==> src/rtl/prv664_define.sv <==
// rtl/prv664_define.sv - shared flush-cause and flush FSM state types
// Purpose : types shared by pip_flush_ctrl and pip_flush_arb.
// Contents: flush_cause_e  - why the pipeline is being redirected
//           flush_state_e  - pip_flush_ctrl sequencing state
package prv664_define;

    typedef enum logic [2:0] {
        FC_NONE,
        FC_BOOT,
        FC_TRAP,
        FC_MISPRED,
        FC_FENCEI
    } flush_cause_e;

    typedef enum logic [1:0] {
        ST_BOOT,
        ST_IDLE,
        ST_CFLUSH
    } flush_state_e;

endpackage

==> src/rtl/pip_flush_interface.sv <==
// rtl/pip_flush_interface.sv - pipeline redirect bundle from commit to all stages and BPU
// Purpose : carries the redirect pc and the flush/hold/flushbpu controls.
// Signals : newpc    - redirect target, valid while flush=1
//           flush    - one-cycle pipeline flush
//           hold     - freeze all stages
//           flushbpu - also clear speculative BPU state
// Modports: master (pip_flush_ctrl), slave (pipeline stages, BPU)
interface pip_flush_interface #(
    parameter int unsigned XLEN = 64
);
    logic [XLEN-1:0] newpc;
    logic            flush;
    logic            hold;
    logic            flushbpu;

    modport master (output newpc, output flush, output hold, output flushbpu);
    modport slave  (input  newpc, input  flush, input  hold, input  flushbpu);
endinterface

==> src/rtl/pip_flush_arb.sv <==
// rtl/pip_flush_arb.sv - combinational priority select of redirect source
// Purpose : picks one redirect among trap > fencei > mispred; lower-priority
//           requests in the same cycle are dropped.
// Ports   : trap_valid/trap_pc, fencei_valid/fencei_pc, mispred_valid/mispred_pc
//           cause    - winning cause (FC_NONE when nothing requested)
//           pc       - winning redirect pc ('0 when none)
//           flushbpu - winning cause also clears the BPU
module pip_flush_arb
    import prv664_define::*;
#(
    parameter int unsigned XLEN = 64
) (
    input  logic            trap_valid,
    input  logic [XLEN-1:0] trap_pc,
    input  logic            mispred_valid,
    input  logic [XLEN-1:0] mispred_pc,
    input  logic            fencei_valid,
    input  logic [XLEN-1:0] fencei_pc,
    output flush_cause_e    cause,
    output logic [XLEN-1:0] pc,
    output logic            flushbpu
);

    always_comb begin
        cause    = FC_NONE;
        pc       = '0;
        flushbpu = 1'b0;
        if (trap_valid) begin
            cause    = FC_TRAP;
            pc       = trap_pc;
            flushbpu = 1'b1;
        end else if (fencei_valid) begin
            cause    = FC_FENCEI;
            pc       = fencei_pc;
            flushbpu = 1'b1;
        end else if (mispred_valid) begin
            // A mispredict only corrects one path; predictor state stays valid.
            cause    = FC_MISPRED;
            pc       = mispred_pc;
            flushbpu = 1'b0;
        end
    end

endmodule

==> src/rtl/pip_flush_ctrl.sv <==
// rtl/pip_flush_ctrl.sv - pipeline redirect controller beside the commit stage
// Purpose : arbitrates trap / fence.i / mispredict redirects, issues the boot
//           redirect after reset and stalls the pipeline during the fence.i
//           cache writeback+invalidate.
// Ports   : clk_i, srst_i (sync, active-high)
//           trap_valid_i/trap_pc_i, mispred_valid_i/mispred_pc_i,
//           fencei_valid_i/fencei_pc_i, hold_req_i
//           cache_flush_req_o (level) / cache_flush_ack_i (1-cycle pulse)
//           wdt_err_o - fence.i ack watchdog pulse
//           flush_m   - pip_flush_interface.master (newpc/flush/hold/flushbpu)
// Options : PIP_FLUSH_WDT_EN - enables the WDT_CYCLES ack watchdog; without it
//           wdt_err_o is tied 0 and the cache flush waits indefinitely.
module pip_flush_ctrl
    import prv664_define::*;
#(
    parameter int unsigned     XLEN       = 64,
    parameter logic [XLEN-1:0] RESET_PC   = 64'h0000_0000_8000_0000,
    parameter int unsigned     WDT_CYCLES = 1024
) (
    input  logic              clk_i,
    input  logic              srst_i,
    input  logic              trap_valid_i,
    input  logic [XLEN-1:0]   trap_pc_i,
    input  logic              mispred_valid_i,
    input  logic [XLEN-1:0]   mispred_pc_i,
    input  logic              fencei_valid_i,
    input  logic [XLEN-1:0]   fencei_pc_i,
    input  logic              hold_req_i,
    output logic              cache_flush_req_o,
    input  logic              cache_flush_ack_i,
    output logic              wdt_err_o,
    pip_flush_interface.master flush_m
);

    flush_state_e    state_q;
    logic            flush_q;
    logic            flushbpu_q;
    logic            hold_q;
    logic [XLEN-1:0] newpc_q;
    logic            creq_q;
    logic            pend_valid_q;
    logic [XLEN-1:0] pend_pc_q;

    flush_cause_e    arb_cause;
    logic [XLEN-1:0] arb_pc;
    logic            arb_bpu;
    logic            cflush_done;

    pip_flush_arb #(
        .XLEN (XLEN)
    ) u_arb (
        .trap_valid    (trap_valid_i),
        .trap_pc       (trap_pc_i),
        .mispred_valid (mispred_valid_i),
        .mispred_pc    (mispred_pc_i),
        .fencei_valid  (fencei_valid_i),
        .fencei_pc     (fencei_pc_i),
        .cause         (arb_cause),
        .pc            (arb_pc),
        .flushbpu      (arb_bpu)
    );

`ifdef PIP_FLUSH_WDT_EN
    localparam int unsigned WDT_W = (WDT_CYCLES > 2) ? $clog2(WDT_CYCLES) : 1;

    logic [WDT_W-1:0] wdt_cnt_q;
    logic             wdt_err_q;
    logic             wdt_expire;

    // Counter sits at zero outside CFLUSH, so the first CFLUSH cycle sees 0.
    assign wdt_expire = (state_q == ST_CFLUSH) && !cache_flush_ack_i &&
                        (wdt_cnt_q == WDT_W'(WDT_CYCLES - 1));

    always_ff @(posedge clk_i) begin
        if (srst_i) begin
            wdt_cnt_q <= '0;
            wdt_err_q <= 1'b0;
        end else begin
            wdt_err_q <= wdt_expire;
            if (state_q == ST_CFLUSH && !cflush_done) begin
                wdt_cnt_q <= wdt_cnt_q + 1'b1;
            end else begin
                wdt_cnt_q <= '0;
            end
        end
    end

    assign cflush_done = cache_flush_ack_i | wdt_expire;
    assign wdt_err_o   = wdt_err_q;
`else
    assign cflush_done = cache_flush_ack_i;
    assign wdt_err_o   = 1'b0;
`endif

    always_ff @(posedge clk_i) begin
        if (srst_i) begin
            state_q      <= ST_BOOT;
            flush_q      <= 1'b0;
            flushbpu_q   <= 1'b0;
            hold_q       <= 1'b0;
            newpc_q      <= '0;
            creq_q       <= 1'b0;
            pend_valid_q <= 1'b0;
            pend_pc_q    <= '0;
        end else begin
            // flush/flushbpu are single-cycle pulses; newpc holds its value.
            flush_q    <= 1'b0;
            flushbpu_q <= 1'b0;
            unique case (state_q)
                ST_BOOT: begin
                    flush_q    <= 1'b1;
                    flushbpu_q <= 1'b1;
                    newpc_q    <= RESET_PC;
                    hold_q     <= 1'b0;
                    state_q    <= ST_IDLE;
                end
                ST_IDLE: begin
                    hold_q <= hold_req_i;
                    if (arb_cause != FC_NONE) begin
                        flush_q    <= 1'b1;
                        flushbpu_q <= arb_bpu;
                        newpc_q    <= arb_pc;
                    end
                    if (arb_cause == FC_FENCEI) begin
                        // Raise hold together with the request so the stall
                        // covers every cycle the caches are busy.
                        creq_q  <= 1'b1;
                        hold_q  <= 1'b1;
                        state_q <= ST_CFLUSH;
                    end
                end
                ST_CFLUSH: begin
                    if (trap_valid_i) begin
                        pend_valid_q <= 1'b1;
                        pend_pc_q    <= trap_pc_i;
                    end
                    if (cflush_done) begin
                        creq_q       <= 1'b0;
                        hold_q       <= hold_req_i;
                        state_q      <= ST_IDLE;
                        pend_valid_q <= 1'b0;
                        // A trap arriving on the ack cycle is the newest one.
                        if (trap_valid_i || pend_valid_q) begin
                            flush_q    <= 1'b1;
                            flushbpu_q <= 1'b1;
                            newpc_q    <= trap_valid_i ? trap_pc_i : pend_pc_q;
                        end
                    end
                end
                default: state_q <= ST_BOOT;
            endcase
        end
    end

`ifndef SYNTHESIS
    always @(posedge clk_i) begin
        assert (WDT_CYCLES > 1)
            else $error("pip_flush_ctrl: WDT_CYCLES must be at least 2");
        if (!srst_i && state_q == ST_CFLUSH) begin
            assert (!(mispred_valid_i || fencei_valid_i))
                else $error("pip_flush_ctrl: mispred/fencei while cache flush in progress");
        end
    end
`endif

    assign cache_flush_req_o = creq_q;
    assign flush_m.newpc     = newpc_q;
    assign flush_m.flush     = flush_q;
    assign flush_m.hold      = hold_q;
    assign flush_m.flushbpu  = flushbpu_q;

endmodule

==> src/flat_wrapper.sv <==
// flat-port wrapper written by rule: the top's interface ports become plain ports
module pip_flush_ctrl_flat import prv664_define::*;
#(
    parameter int unsigned     XLEN       = 64,
    parameter logic [XLEN-1:0] RESET_PC   = 64'h0000_0000_8000_0000,
    parameter int unsigned     WDT_CYCLES = 1024
)
  (clk_i, srst_i, trap_valid_i, trap_pc_i, mispred_valid_i, mispred_pc_i, fencei_valid_i, fencei_pc_i, hold_req_i, cache_flush_req_o, cache_flush_ack_i, wdt_err_o, flush_m_newpc, flush_m_flush, flush_m_hold, flush_m_flushbpu);
  pip_flush_interface #(.XLEN(XLEN)) flush_m_i ();
  input  logic clk_i;
  input  logic srst_i;
  input  logic trap_valid_i;
  input  logic [XLEN-1:0] trap_pc_i;
  input  logic mispred_valid_i;
  input  logic [XLEN-1:0] mispred_pc_i;
  input  logic fencei_valid_i;
  input  logic [XLEN-1:0] fencei_pc_i;
  input  logic hold_req_i;
  output logic cache_flush_req_o;
  input  logic cache_flush_ack_i;
  output logic wdt_err_o;
  output wire logic [$bits(flush_m_i.newpc)-1:0] flush_m_newpc;
  output wire logic [$bits(flush_m_i.flush)-1:0] flush_m_flush;
  output wire logic [$bits(flush_m_i.hold)-1:0] flush_m_hold;
  output wire logic [$bits(flush_m_i.flushbpu)-1:0] flush_m_flushbpu;
  assign flush_m_newpc = flush_m_i.newpc;
  assign flush_m_flush = flush_m_i.flush;
  assign flush_m_hold = flush_m_i.hold;
  assign flush_m_flushbpu = flush_m_i.flushbpu;
  pip_flush_ctrl #(.XLEN(XLEN), .RESET_PC(RESET_PC), .WDT_CYCLES(WDT_CYCLES)) u_core (.clk_i(clk_i), .srst_i(srst_i), .trap_valid_i(trap_valid_i), .trap_pc_i(trap_pc_i), .mispred_valid_i(mispred_valid_i), .mispred_pc_i(mispred_pc_i), .fencei_valid_i(fencei_valid_i), .fencei_pc_i(fencei_pc_i), .hold_req_i(hold_req_i), .cache_flush_req_o(cache_flush_req_o), .cache_flush_ack_i(cache_flush_ack_i), .wdt_err_o(wdt_err_o), .flush_m(flush_m_i));
endmodule
==> config.mk <==
export PLATFORM = sky130hd
export DESIGN_NAME = pip_flush_ctrl_flat
export DESIGN_NICKNAME = d
export VERILOG_FILES = /design/src/rtl/prv664_define.sv /design/src/rtl/pip_flush_interface.sv /design/src/rtl/pip_flush_arb.sv /design/src/rtl/pip_flush_ctrl.sv /design/src/flat_wrapper.sv
export SDC_FILE = /design/constraint.sdc
export NUM_CORES = 1
export LEC_CHECK = 0
export BUFFER_PORTS_ARGS = -buffer_cell sky130_fd_sc_hd__buf_4
export CORE_MARGIN = 4
export CORE_UTILIZATION = 45
export CTS_BUF_LIST = sky130_fd_sc_hd__clkbuf_8
export CTS_CLUSTER_SIZE = 30
export DETAILED_ROUTE_END_ITERATION = 8
export PLACE_DENSITY = 0.79
export SLEW_MARGIN = 20
export SYNTH_ARGS = -nofsm -noshare
export SYNTH_HDL_FRONTEND = slang
export SYNTH_SLANG_ARGS = --single-unit
==> constraint.sdc <==
create_clock -name clk_i -period 1.8 [get_ports clk_i]
set_input_delay 0.45 -clock clk_i [delete_from_list [all_inputs] [get_ports clk_i]]
set_output_delay 0.45 -clock clk_i [all_outputs]
set_load 0.01 [all_outputs]
; Word-level counts from Yosys, hierarchy flattened
; Cells that the tools add are included.
[op_classes]
eq_ne = 7
mux = 30
n_reduce_logical = 11
[ops]
columns = op, count
row1 = $mux W64, 7
row2 = $pmux W64 S3, 1
row3 = $mux W1, 12
row4 = $pmux W1 S3, 3
row5 = $mux W2, 3
row6 = $mux W3, 2
row7 = $ne A2 B1 Y1 const B, 3
row8 = $pmux W2 S3, 1
row9 = $reduce_and A2 Y1, 3
row10 = $reduce_bool A3 Y1, 2
row11 = $reduce_and A4 Y1, 1
row12 = $reduce_bool A2 Y1, 2
row13 = $eq A3 B3 Y1 const B, 1
row14 = $reduce_and A3 Y1, 1
row15 = $eq A2 B1 Y1 const B, 1
row16 = $eq A2 B2 Y1 const B, 1
row17 = $logic_not A2 Y1, 1
row18 = $ne A2 B2 Y1 const B, 1
row19 = $pmux W1 S2, 1
row20 = $logic_or A1 B1 Y1, 1
[word_totals]
register_bits = 135
elab_cells = 56

; Depth between registers and ports, before layout
[depth]
ltp_word = 6
depth_mapped = 8
depth_no_buf = 6

; Modules after synthesis
; From an unflattened synthesis, not the netlist that was laid out.
[unflattened]
cells_unflattened = 1057
area_unflattened_um2 = 8065.2
[modules_own_cells]
columns = module, instances, cells_each, area_per_inst_um2, seq_area_each_um2
row1 = pip_flush_ctrl, 1, 761, 6127.1, 2702.6
row2 = pip_flush_arb, 1, 296, 1938.1, 0.0

; Worst setup path before layout
; OpenSTA, ideal clock, no wires.
[synth_timing]
kind = register to register
startpoint = register u_core.state_q[0]
endpoint = register u_core.newpc_q[23] (netlist: u_core.flush_m.newpc[23])
setup_time_ns = 0.061
arrival_ns = 1.743
setup_slack_ns = -0.004
stages_incl_launch_ff = 9
period_less_slack_ns = 1.804
path_cell_list = dfxtp_1 -> inv_1 -> ha_1 -> clkbuf_1 -> a221oi_2 -> and3b_1 -> buf_4 -> buf_6 -> a32o_1
[synth_via]
elab_chain_cells = 3
word_cells_on_any_way = 9
classes_between = eq/ne (5) / mux (1) / reduce/logical (3)
[synth_lines]
columns = item, line
row1 = start: declaration, pip_flush_ctrl.sv:35  ; flush_state_e state_q;
row2 = start signal: assignment, pip_flush_ctrl.sv:97  ; state_q <= ST_BOOT;
row3 = start signal: assignment, pip_flush_ctrl.sv:115  ; state_q <= ST_IDLE;
row4 = start signal: assignment, pip_flush_ctrl.sv:129  ; state_q <= ST_CFLUSH;
row5 = "$eq A2 B2 Y1, or another cell as far along", pip_flush_ctrl.sv:109  ; unique case (state_q)
row6 = "$ne A2 B1 Y1 (no source line), or another cell as far along", --
row7 = $reduce_and A4 Y1 (no source line), --
row8 = end signal: assignment, pip_flush_ctrl.sv:122  ; newpc_q <= arb_pc;
row9 = end signal: assignment, pip_flush_ctrl.sv:146  ; newpc_q <= trap_valid_i ? trap_pc_i : pend_pc_q;
row10 = end: declaration, pip_flush_ctrl.sv:39  ; logic [XLEN-1:0] newpc_q;
; Parallel ways exist; a longest one is shown, timed or not.
; A chain may end at the register's enable or synchronous reset.

; Worst setup path in the final report
[layout_timing]
startpoint = register u_core.state_q[1]
endpoint = register u_core.newpc_q[2] (netlist: u_core.flush_m.newpc[2])
; Same word-level chain as after synthesis.

==> flow_summary.toml <==
[sta]
slew_headroom_pct = 60.07
finalCriticalPeriod_ns = 1.787
fin_worst_skew_ns = 0.007977
timing.final.crit_share_pct = 99.25
setup_viol = 0
drv_slew = 0
final-hold-violation-count = 0
clock.fmax_ghz = 0.5597
worst_pin_slew_ns = 0.5977

[place]
io_buffer_count = 266
dp_hpwl_um = 14190
gp_congestion = 0.8354
postPlaceCellArea_um2 = 8700
dpl.cell_count = 1174

[cts]
cts_root_buf = "clkbuf_8"
numCtsBuffers = 17
clk_path_buf_depth = 2
cts_sinks = 135
cts_tree = "yes"
ctsHtreeMaxLevel = 4
insertion_delay_ns = 0.44
cts.clk_slew.worst_paths_ns = 0.07

[critical_path]
critPathLaunchType = "flip-flop"
cp.required_ns = 2.18
worstSetupPathType = "reg -> reg"
reg2reg_depth = 7
cp-end-kind = "flip-flop"
r2r_end = "u_core.flush_m.newpc[2]"
ff2ff_setup_slack_ns = 0.01
r2r-start = "u_core.state_q[1]"
cp_max_fo = 11
cp.arrival_ns = 2.17

[final_layout]
fillers = 1228
areaGrowthSynthToFinish_pct = 42.14
drive_gt1_share_pct = 33.14
n_antenna_cell = 0
layout.nets = 1224
multiInputGateArea_um2 = 3397
design_area_um2 = 9188
finalNonFillerCells = 1209
regArea_um2 = 2705

[yosys]
yosysMostFrequentCell = "dfxtp_1"
synth_largest_area_cell = "dfxtp_1"
synthFlopType = "dfxtp_1"
synth-async-reset-ratio_pct = 0
synth_area_per_cell_um2 = 8.245
synth_edf_count = 0
synth-seq-cells = 135
yosys-top-cells-count = "dfxtp_1, nand2_1, o21ai_0"
yosysSeqAreaShare_pct = 41.81
synthesis.area_um2 = 6464
synth_fp_nets = 988
ys_types = 31
netlist_top_cells_area = "dfxtp_1, o21ai_0, a32o_1"
netlist_instances = 784
synth_warnings = 0
yosys.area.top_type_share_pct = 41.81

[run]
max-cap-violations = 0

[routing]
drc = 0
vias_per_cell = 5.663
wl_per_cell_um = 17.86
postRouteAntennaNets = 0
wl_um = 21600
vias = 6846
first_iter_violations = 591
first_pass_iters = 5

[hold_path]
min_from = "trap_pc_i[20]"
hold_path_end = "u_core.pend_pc_q[20]"
whs_path_depth = 3
hold_class = "in -> reg"

[global_routing]
grt_pass1_vias = 6463
grt_max_degree = 65
overflow = 0
antenna_found_initial = 0
grt_pass1_wl_um = 31990
track_usage_pct = 24.07

[die]
io_pins = 268
die_area_um2 = 16350
initial_core_util_pct = 46.21
die_y_um = 127.9
rows = 43
core_area_um2 = 13990
chipWidth_um = 127.9

[pwr]
power.leakage_nw = 3.645
peakVddDrop_mv = 0.3796
power.density_nw_per_um2 = 739.4

[status]
status = "finished, final reports clean"
[cells by family after synthesis]
group	share of synthesized area (%)
AO/OA/AOI/OAI	34.86
AND/OR/NAND/NOR	15.64
flip-flops	41.81
buffers and inverters	6.349
adder cells (fa/ha/maj)	0.9679
multiplexers	0.3097
other	0.05802
[placed cells by master, fill, tap and decap left out, types with 2 or more instances in the layout]
| cell type | synthesis | layout |
|---|---|---|
| buf_4 | 2 | 283 |
| dfxtp_1 | 135 | 133 |
| o21ai_0 | 131 | 131 |
| nand2_1 | 132 | 131 |
| a21oi_1 | 68 | 68 |
| nand2b_1 | 66 | 66 |
| a221oi_1 | 63 | 63 |
| a32o_1 | 63 | 63 |
| clkbuf_8 | 0 | 19 |
| buf_12 | 0 | 14 |
| inv_1 | 4 | 6 |
| nor2_1 | 7 | 6 |
| clkinv_2 | 0 | 6 |
| clkbuf_16 | 0 | 4 |
| nor2b_1 | 4 | 3 |
| a211oi_1 | 3 | 3 |
| ha_1 | 5 | 3 |
| mux2i_1 | 2 | 2 |
| a31oi_1 | 2 | 2 |
| buf_6 | 6 | 2 |
| dfxtp_2 | 0 | 2 |
[sequential cells by signal (all words and copies together) (netlist names)]
register / cells
u_core.cache_flush_req_o: 1
u_core.flush_m.flush: 1
u_core.flush_m.flushbpu: 1
u_core.flush_m.hold: 1
u_core.flush_m.newpc: 64
u_core.pend_pc_q: 64
u_core.pend_valid_q: 1
u_core.state_q: 2
[worst max-delay path by stage]
stage	startpoint	endpoint	slack (ns)
3_5_place_dp	u_core.state_q[1]	u_core.pend_valid_q	-0.11
4_1_cts	u_core.state_q[0]	u_core.flush_m.newpc[3]	0.003
5_1_grt	u_core.state_q[1]	u_core.flush_m.newpc[56]	-0.03
2_1_floorplan	u_core.state_q[0]	u_core.flush_m.newpc[23]	0.004
6_report	u_core.state_q[1]	u_core.flush_m.newpc[2]	0.01
3_3_place_gp	fencei_valid_i	u_core.flush_m.newpc[40]	-0.08
[timing repair]
item | CTS | global route
gates cloned | 0 | 5
setup endpoints to repair | 93 | 73
gates resized for setup | 4 | 6
hold buffers | 0 | 0
setup buffers | 0 | 2
pin swaps | 1 | 3
[power by group]
group	internal (W)	switching [W]	leakage, nW
combinational	0.000821	0.000792	2.38
sequential	0.00309	0.0000519	1.09
clock	0.000961	0.00108	0.176
[critical path, cell delays in order (launching register included)]
cell and delay [ns]:
dfxtp_2 0.39, inv_1 0.10, ha_2 0.21, a221oi_4 0.26
and3b_2 0.29, buf_12 0.14, buf_8 0.16, a32o_1 0.18
[through the flow]
stage | TNS [ns] | total power, W | worst slack, ns | hold slack, ns | util, %
floorplan | 0 | 0.003938 | 0.004291 | 0.4332 | -
global placement | -0.5212 | 0.004668 | -0.08240 | 0.4379 | 62.19
detailed placement | -5.865 | 0.004693 | -0.1138 | 0.4432 | 62.19
CTS | 0 | 0.006733 | 0.003113 | 0.2257 | 64.45
global route | -0.5415 | 0.007112 | -0.03126 | 0.2346 | 65.68
finish | 0 | 0.006793 | 0.01343 | 0.2575 | 65.68
[routing by layer]
layer / track usage, % / part of all wire, % / routed length (um)
met5: 0 / 0 / 0
met4: 8.489 / 1.8 / 394
met3: 6.208 / 6.8 / 1462
met2: 40.33 / 49 / 10550
met1: 30.02 / 43 / 9191
[layout make-up]
type	count	area share (%)
Multi-Input combinational cell	558	36.97
Sequential cell	135	29.44
Timing Repair Buffer	304	27.67
Clock buffer	19	2.846
Tap cell	180	2.451
Clock inverter	9	0.4494
Inverter	4	0.1634
Note: power is estimated with default switching activity, not from simulation.
